**config.mk**
```make
export PLATFORM = sky130hd
export DESIGN_NAME = bus_ctrl_watchdog
export DESIGN_NICKNAME = d
export VERILOG_FILES = /design/src/rtl/bus_ctrl_wdog_pkg.sv /design/src/rtl/bus_ctrl_wdog_chan.sv /design/src/rtl/bus_ctrl_watchdog.sv
export SDC_FILE = /design/constraint.sdc
export NUM_CORES = 1
export LEC_CHECK = 0
export ABC_AREA = 1
export BUFFER_PORTS_ARGS = -buffer_cell sky130_fd_sc_hd__buf_2
export CAP_MARGIN = 20
export CORE_MARGIN = 4
export CORE_UTILIZATION = 35
export DETAILED_ROUTE_END_ITERATION = 10
export GPL_TIMING_DRIVEN = 0
export SLEW_MARGIN = 5
export SYNTH_ARGS = -nofsm -noshare
export SYNTH_HDL_FRONTEND = slang
export SYNTH_HIERARCHICAL = 1
export SYNTH_SLANG_ARGS = --single-unit
```
**constraint.sdc**
```tcl
create_clock -name CLK -period 5.9 [get_ports CLK]
set_input_delay 0.885 -clock CLK [delete_from_list [all_inputs] [get_ports CLK]]
set_output_delay 0.885 -clock CLK [all_outputs]
set_load 0.005 [all_outputs]
```
**src/rtl/bus_ctrl_wdog_pkg.sv**
```systemverilog
// Shared types and helpers for the per-CPU bus transaction watchdog.
package bus_ctrl_wdog_pkg;

    // Per-channel transaction tracking state.
    typedef enum logic [1:0] {
        IDLE    = 2'd0,
        WAIT    = 2'd1,
        EXPIRED = 2'd2
    } wdog_state_e;

    // Width of a channel index; never narrower than one bit.
    function automatic int cpu_idx_width(input int n);
        return (n > 32'sd1) ? $clog2(n) : 32'sd1;
    endfunction

endpackage

```
**src/rtl/bus_ctrl_wdog_chan.sv**
```systemverilog
// One watchdog channel: times a single CPU's requests, flags timeouts and
// dropped requests, and keeps the worst completed latency.
module bus_ctrl_wdog_chan
    import bus_ctrl_wdog_pkg::*;
#(
    parameter int TIMEOUT = 50,
    parameter int LAT_W   = 16,
    parameter bit STICKY  = 1'b1
) (
    input  logic             CLK,
    input  logic             RST,
    input  logic             req,
    input  logic             done,
    input  logic             clear,
    output logic             timeout_evt,
    output logic             timeout_err,
    output logic             proto_err,
    output logic [LAT_W-1:0] max_lat
);

    localparam logic [LAT_W:0]   TIMEOUT_W = (LAT_W + 1)'(TIMEOUT);
    localparam logic [LAT_W:0]   ONE_W     = {{LAT_W{1'b0}}, 1'b1};
    localparam logic [LAT_W-1:0] LAT_MAX   = {LAT_W{1'b1}};

    wdog_state_e      state_r;
    wdog_state_e      state_nxt_s;
    logic [LAT_W-1:0] cnt_r;
    logic [LAT_W-1:0] cnt_nxt_s;
    logic             done_s;
    logic [LAT_W:0]   lat_wide_s;
    logic [LAT_W-1:0] lat_sat_s;
    logic             expire_s;
    logic             complete_s;
    logic             timeout_evt_s;
    logic             proto_evt_s;

    // done only means something while the request is still pending
    assign done_s     = req & done;
    // cnt is zero in IDLE, so cnt+1 is the age of the current cycle in every live state
    assign lat_wide_s = {1'b0, cnt_r} + ONE_W;
    assign lat_sat_s  = lat_wide_s[LAT_W] ? LAT_MAX : lat_wide_s[LAT_W-1:0];
    assign expire_s   = (lat_wide_s == TIMEOUT_W);
    assign timeout_evt = timeout_evt_s;

    // State and cycle-count registers.
    always_ff @(posedge CLK) begin
        if (RST) begin
            state_r <= IDLE;
            cnt_r   <= '0;
        end else begin
            state_r <= state_nxt_s;
            cnt_r   <= cnt_nxt_s;
        end
    end

    // Next-state selection.
    always_comb begin
        state_nxt_s = state_r;
        case (state_r)
            IDLE, WAIT: begin
                if (done_s || !req) begin
                    state_nxt_s = IDLE;
                end else if (expire_s) begin
                    state_nxt_s = EXPIRED;
                end else begin
                    state_nxt_s = WAIT;
                end
            end
            EXPIRED: begin
                if (done_s || !req) begin
                    state_nxt_s = IDLE;
                end else begin
                    state_nxt_s = EXPIRED;
                end
            end
            default: state_nxt_s = IDLE;
        endcase
    end

    // Per-cycle events and next count derived from the current state.
    always_comb begin
        cnt_nxt_s     = cnt_r;
        complete_s    = 1'b0;
        timeout_evt_s = 1'b0;
        proto_evt_s   = 1'b0;
        case (state_r)
            IDLE, WAIT: begin
                if (done_s) begin
                    complete_s = 1'b1;
                    cnt_nxt_s  = '0;
                end else if (req) begin
                    cnt_nxt_s     = lat_wide_s[LAT_W-1:0];
                    timeout_evt_s = expire_s;
                end else begin
                    cnt_nxt_s   = '0;
                    proto_evt_s = (state_r == WAIT);
                end
            end
            EXPIRED: begin
                if (done_s || !req) begin
                    cnt_nxt_s = '0;
                end else begin
                    cnt_nxt_s = cnt_r;
                end
            end
            default: cnt_nxt_s = '0;
        endcase
    end

    // Error flags: sticky until clear, or single-cycle pulses; a new event beats clear.
    always_ff @(posedge CLK) begin
        if (RST) begin
            timeout_err <= 1'b0;
            proto_err   <= 1'b0;
        end else begin
            timeout_err <= timeout_evt_s | (STICKY & timeout_err & ~clear);
            proto_err   <= proto_evt_s   | (STICKY & proto_err   & ~clear);
        end
    end

    // Worst completed latency; a completion coinciding with clear restarts from its own value.
    always_ff @(posedge CLK) begin
        if (RST) begin
            max_lat <= '0;
        end else if (complete_s) begin
            max_lat <= (clear || (lat_sat_s > max_lat)) ? lat_sat_s : max_lat;
        end else if (clear) begin
            max_lat <= '0;
        end else begin
            max_lat <= max_lat;
        end
    end

endmodule

```
**src/rtl/bus_ctrl_watchdog.sv**
```systemverilog
// Observe-only per-CPU transaction watchdog for the coherence bus controller.
module bus_ctrl_watchdog
    import bus_ctrl_wdog_pkg::*;
#(
    parameter int NUM_CPUS = 2,
    parameter int TIMEOUT  = 50,
    parameter int LAT_W    = 16,
    parameter bit STICKY   = 1'b1
) (
    input  logic                                 CLK,
    input  logic                                 RST,
    input  logic [NUM_CPUS-1:0]                  req,
    input  logic [NUM_CPUS-1:0]                  done,
    input  logic                                 clear,
    output logic [NUM_CPUS-1:0]                  timeout_err,
    output logic [NUM_CPUS-1:0]                  proto_err,
    output logic                                 any_err,
    output logic                                 first_err_valid,
    output logic [cpu_idx_width(NUM_CPUS)-1:0]   first_err_cpu,
    output logic [NUM_CPUS*LAT_W-1:0]            max_lat
);

    localparam int CPU_W = cpu_idx_width(NUM_CPUS);

    logic [NUM_CPUS-1:0] timeout_evt_s;
    logic [NUM_CPUS-1:0] clear_s;
    logic [CPU_W-1:0]    first_idx_s;
    logic                any_evt_s;

    assign clear_s   = {NUM_CPUS{clear}};
    assign any_evt_s = |timeout_evt_s;
    assign any_err   = (|timeout_err) | (|proto_err);

    for (genvar g = 0; g < NUM_CPUS; g++) begin : g_chan
        bus_ctrl_wdog_chan #(
            .TIMEOUT (TIMEOUT),
            .LAT_W   (LAT_W),
            .STICKY  (STICKY)
        ) u_chan (
            .CLK         (CLK),
            .RST         (RST),
            .req         (req[g]),
            .done        (done[g]),
            .clear       (clear_s[g]),
            .timeout_evt (timeout_evt_s[g]),
            .timeout_err (timeout_err[g]),
            .proto_err   (proto_err[g]),
            .max_lat     (max_lat[g*LAT_W +: LAT_W])
        );
    end

    // Lowest-index channel expiring this cycle (scan high to low so low wins).
    always_comb begin
        first_idx_s = '0;
        for (int i = NUM_CPUS - 1; i >= 0; i--) begin
            first_idx_s = timeout_evt_s[i] ? CPU_W'(i) : first_idx_s;
        end
    end

    // First-timeout capture, held until clear; an expiry in the clear cycle is captured.
    always_ff @(posedge CLK) begin
        if (RST) begin
            first_err_valid <= 1'b0;
            first_err_cpu   <= '0;
        end else if (any_evt_s && (!first_err_valid || clear)) begin
            first_err_valid <= 1'b1;
            first_err_cpu   <= first_idx_s;
        end else if (clear) begin
            first_err_valid <= 1'b0;
            first_err_cpu   <= '0;
        end else begin
            first_err_valid <= first_err_valid;
            first_err_cpu   <= first_err_cpu;
        end
    end

endmodule
```
# After elaboration in Yosys (flattened, before gate mapping)
# Index checks and enable logic that the tools add are counted.
[classes] add_sub_neg=2 multipliers=0 n_div=0 magnitude_cmp=2 eq_ne=10 shifts=0 mux=44 bitwise_logic=12 reduce_logical=21
[op_table] operator="2-to-1 mux 16 bit" count=13
[op_table] operator="one-hot mux 16 bit (2 select lines)" count=2
[op_table] operator="adder 16 x 1 -> 17 bit, second input constant" count=2
[op_table] operator="equality test 17 x 6 -> 1 bit, second input constant" count=2
[op_table] operator="greater-than comparator 16 bit" count=2
[op_table] operator="2-to-1 mux 1 bit" count=21
[op_table] operator="2-to-1 mux 2 bit" count=6
[op_table] operator="OR reduction 2 bit" count=5
[op_table] operator="one-hot mux 2 bit (2 select lines)" count=2
[op_table] operator="bitwise AND 1 bit" count=6
[op_table] operator="nonzero test 2 bit" count=3
[op_table] operator="logical OR 1 bit" count=5
[op_table] operator="OR 1 bit" count=5
[op_table] operator="equality test 2 x 1 -> 1 bit, second input constant" count=2
[op_table] operator="equality test 2 bit, second input constant" count=2
[op_table] operator="logical NOT 2 bit" count=2
[op_table] operator="inequality test 2 x 1 -> 1 bit, second input constant" count=2
[op_table] operator="inequality test 2 bit, second input constant" count=2
[op_table] operator="AND reduction 2 bit" count=2
[op_table] operator="logical NOT 1 bit" count=3
[op_table] operator="logical AND 1 bit" count=1
[op_table] operator="inverter 1 bit" count=1
[word_totals] regBits=74 latch_bits=0 ram_bits=0 mem_bits_ro=0 input_bits=7 out_inout_bits=39 wordCells=103 mem_count=0

# Longest topological paths before layout
[depth] depth_word=8 mapped_depth=21 depth_no_buf=20

# Cells and area by module
# The synthesis kept the hierarchy.
[modules_own_cells] mod="bus_ctrl_wdog_chan (g_chan[0].u_chan)" n_inst=1 cells_per_inst=369 area_each_um2=2398.6 seq_area_each_um2=720.7
[modules_own_cells] mod="bus_ctrl_wdog_chan (g_chan[1].u_chan)" n_inst=1 cells_per_inst=370 area_each_um2=2396.0 seq_area_each_um2=720.7
[modules_own_cells] mod="bus_ctrl_watchdog" n_inst=1 cells_per_inst=17 area_each_um2=103.8 seq_area_each_um2=40.0

# Worst setup path before layout
# No wires, ideal clock.
[synth_timing] kind="register -> register" startpoint="reg g_chan[0].u_chan.cnt_r[0]" endpoint="reg g_chan[0].u_chan.max_lat[11]" setup_ns=0.113 arrival_ns=2.453 required_time_ns=5.787 path_slack_ns=3.334 stages_incl_launch_ff=21 n_path_buf=2 synth_period_minus_slack_ns=2.566 cell_sequence="dfxtp_1 ha_1 nand2_2 nor2_4 nand2_2 clkinv_2 nand3_4 buf_6 nand2_2 ha_1 nand2_1 o21bai_1 a21oi_1 nor2_1 nand2_1 nand2_2 nand2_2 buf_2 nand2_1 nand2_1 nor2_1"
[synth_between] elab_chain_cells=6 elab_cells_between_ends=8 classes_between="add/sub (1); order compare (1); eq/ne (1); mux (3); reduce/logical (2)"
[synth_lines] item="start: declaration" line_no="bus_ctrl_wdog_chan.sv:27" text="logic [LAT_W-1:0] cnt_r;"
[synth_lines] item="start signal: assignment" line_no="bus_ctrl_wdog_chan.sv:52" text="cnt_r <= cnt_nxt_s;"
[synth_lines] item="adder 16 x 1 -> 17 bit (*)" line_no="bus_ctrl_wdog_chan.sv:40" text="assign lat_wide_s = {1'b0, cnt_r} + ONE_W;"
[synth_lines] item="2-to-1 mux 16 bit (*)" line_no="bus_ctrl_wdog_chan.sv:41" text="assign lat_sat_s = lat_wide_s[LAT_W] ? LAT_MAX : lat_wide_s[LAT_W-1:0];"
[synth_lines] item="greater-than comparator 16 bit" line_no="bus_ctrl_wdog_chan.sv:126" text="max_lat <= (clear || (lat_sat_s > max_lat)) ? lat_sat_s : max_lat;"
[synth_lines] item="logical OR 1 bit" line_no="bus_ctrl_wdog_chan.sv:126"
[synth_lines] item="inequality test 2 bit (no line)"
[synth_lines] item="AND reduction 2 bit (no line)"
[synth_lines] item="end signal: assignment" line_no="bus_ctrl_wdog_chan.sv:126"
[synth_lines] item="end signal: assignment" line_no="bus_ctrl_wdog_chan.sv:130" text="max_lat <= max_lat;"
[synth_lines] item="end: declaration" line_no="bus_ctrl_wdog_chan.sv:18" text="output logic [LAT_W-1:0] max_lat"
# Every way passes the cells marked *; elsewhere a longest branch is shown, timed or not. The select of a mux whose other input is x is not followed.
# A chain may end at the register's enable or synchronous reset.

# Worst setup path in the final report
[layout_timing] startpoint="reg g_chan[0].u_chan.cnt_r[0]" endpoint="reg g_chan[0].u_chan.max_lat[13]"
# The elaborated chain is that of the path after synthesis.

==> impl_metrics.yaml <==
hold_path:
  hold_path_class: "register to register"
  hold_depth: 2
clock_network:
  hold_buffers: 0
  h-tree-depth: 3
  cts_tree: "built"
  numCtsBuffers: 9
  clk_pin_slew_ps: 60
  cts.sinks: 74
  clk_latency_ps: 330
  clockBufferDepth: 2
  root_buffer: "clkbuf_16"
  cts_resized: 0
  postCtsSetupBuffers: 0
synth:
  synth.top_cell.area_share_pct: 30.2
  ys_types: 32
  synthesis.area_um2: 4900
  synth_top_cell_by_area: "dfxtp_1"
  postSynthCellCount: 756
  synth_warnings: 6
  synth_nets: 799
  synth_edf_count: 0
  async_flop_share_pct: 0
  ys_ff_latch: 74
  synth_seq_area_share_pct: 30.2
  synthTopCellsByArea: "dfxtp_1 (30%), nand2_1 (17%), ha_1 (9.2%), nor2_1 (8.0%), inv_1 (6.8%)"
  synth_ff_type: "dfxtp_1"
  postSynthAreaPerCell_um2: 6.48
worst_setup_path:
  worstSetupEndpointType: "register"
  crit_arrival_ps: 3470
  worstSetupPathType: "register to register"
  startpoint_type: "register"
  worst-path-stages: 17
  critPathTopFamily: "simple AND/OR/NAND/NOR gates"
  critPathMaxStageDelay_ps: 510
  reg2reg_depth: 17
  worst-path-buf-inv: 1
  worstPathMaxFanout: 10
  path_cells: "ha_1 -> nand3_1 -> nor2_2 -> nand4_1 -> nand2_2 -> nand2_2 -> ha_1 -> nand4_1 -> nor3_1 -> nand2_1 -> nand2_1 -> nand2_2 -> nand2_2 -> buf_2 -> nand2_1 -> nand2_1 -> nor2_1"
  cp_slowest_cell: "dfxtp_1"
  required_ps: 6130
sta:
  slew_violations: 0
  finalSetupTns_ps: 0
  tightest_slew_ps: 566
  period_minus_slack_ps: 3240
  finClkSkew_ps: 5.41
  setup_viol: 0
  fmax_ghz: 0.308
  max_slew_margin_pct: 62.0
  fin_crit_sh_pct: 55.0
  rsz0062_at_grt: "no"
  finalHoldViolations: 0
power:
  p_per_area_nw_per_um2: 209
  ir_drop_mv: 0.127
  leakage_nw: 2.67
flow_run:
  max-cap-violations: 0
final_layout:
  final_cell_mix: "nand2_1 (216), nor2_1 (104), inv_1 (89), dfxtp_1 (74), buf_2 (52)"
  nNetsFinal: 855
  stdcell_count: 993
  area_delta_synth_final_pct: 14.9
  final_common_cell: "nand2_1"
  insertedDiodeCount: 0
  drive_gt1_share_pct: 15.8
die:
  pin_count: 46
  initial_core_util_pct: 36.4
  dieWidth_um: 126
  die_h_um: 126
  core.rowCount: 42
  die_area_um2: 16000
  core_region_area_um2: 13500
routing:
  wire_per_inst_um: 12.9
  drc_errors: 0
  first_iter_violations: 268
  wl_um: 12800
  dr.pass1.iters: 4
  vias_per_cell: 4.79
  ant_nets: 0
  vias: 4758
global_routing:
  grt_use_met2_pct: 29.3
  grt_use_total_pct: 16.5
  gr-max-usage-layer: "met2"
  grt_max_degree: 12
  grt_antenna_before_repair: 0
  grt_pass1_vias: 4511
  grt_overflow: 0
  grt_pass1_wl_um: 21600
  grt_use_met1_pct: 20.6
  grtUsageMet3_pct: 3.57
status:
  outcome: "completed"
placement:
  dpl.cell_count: 977
  numPortBuffers: 45
  dp_hpwl_um: 10100
  place.gp.congestion: 0.874
==> cells in the mapped netlist (2+ instances only) <==
master,number
nand3_1,38
nor2_1,104
o21bai_1,2
or2_2,2
o21ai_0,14
dfxtp_1,74
nor2_2,13
and2_1,2
buf_2,7
a31oi_1,6
o21a_1,2
nand2_2,33
nor3_2,2
ha_1,36
nand4_1,20
nand3_4,2
clkinv_2,2
clkbuf_1,7
xor2_1,4
nand3b_1,4
nor2_4,4
nand2_1,216
o22ai_1,24
buf_6,2
o21ai_1,3
a21oi_1,34
nor3_1,4
inv_1,89
a21boi_0,2
nor3b_2,2
==> sequential cells by signal, indices dropped and copies added (netlist names) <==
signal	flops
first_err_cpu	1
g_chan.u_chan/max_lat	32
g_chan.u_chan/timeout_err	2
g_chan.u_chan/proto_err	2
first_err_valid	1
g_chan.u_chan/state_r	4
g_chan.u_chan/cnt_r	32
==> cell families (layout without fill, tap and decap cells) <==
group | after synthesis | count (layout) | synth area share (%)
and+or+nand+nor | 446 | 446 | 40.9
buffers and inverters | 109 | 170 | 8.97
AOI/OAI and AO/OA | 87 | 87 | 9.96
DFF | 74 | 74 | 30.2
adders and majority gates | 36 | 36 | 9.20
xor gates and xnor gates | 4 | 4 | 0.715
==> area by class of cell <==
class | instances | area (µm²)
plain buffers | 17 | 91.3
inverters | 92 | 348
clock buffers | 14 | 274
clock inverters | 2 | 10.0
flip-flops and latches | 74 | 1480
multi-input cells | 573 | 2980
well taps | 176 | 220
fillers | 1482 | 7830
repair buffers | 45 | 225
==> worst min-delay path: stages, from the launching register on <==
cell,delay [ps]
dfxtp_1,310
nand3_1,80
a21oi_1,50
==> metrics by stage <==
| step | cell area [µm²] | worst slack [ps] | hold slack (ps) | utilization, % | total power [W] |
|---|---|---|---|---|---|
| after floorplan | 4900 | 3330 | 451 | - | 0.000616 |
| after global placement | 5340 | 2720 | 473 | 39.7 | 0.000656 |
| after detailed placement | 5340 | 2680 | 477 | 39.7 | 0.000657 |
| after CTS | 5630 | 2660 | 487 | 41.8 | 0.00119 |
| after global routing | 5630 | 2340 | 515 | 41.8 | 0.00124 |
| final | 5630 | 2660 | 484 | 41.8 | 0.00118 |
==> where the power goes <==
part           leakage (nW)  total, W  switching, W  internal, W
clock                 0.143  0.000531      0.000212     0.000318
combinational          1.92  0.000118     0.0000734    0.0000446
sequential            0.603  0.000527     0.0000123     0.000515
total                  2.67   0.00118      0.000298     0.000878
==> routing by layer <==
metal | vias to the layer above | wire length (µm)
met1 | 2140 | 5890
li1 | 2543 | -
met5 | - | 0
met4 | 0 | 105
met3 | 10 | 525
met2 | 65 | 6260
==> path summary, 6_finish.rpt <==
| path | start | endpoint | slack [ps] |
|---|---|---|---|
| max | g_chan[0].u_chan/cnt_r[0] | g_chan[0].u_chan/max_lat[13] | 2660 |
| min | g_chan[1].u_chan/state_r[0] | g_chan[1].u_chan/proto_err | 480 |
| max reg2reg | g_chan[0].u_chan/cnt_r[0] | g_chan[0].u_chan/max_lat[13] | 2660 |
| min reg2reg | g_chan[1].u_chan/state_r[0] | g_chan[1].u_chan/proto_err | 480 |
(Power assumes the default switching activity.)
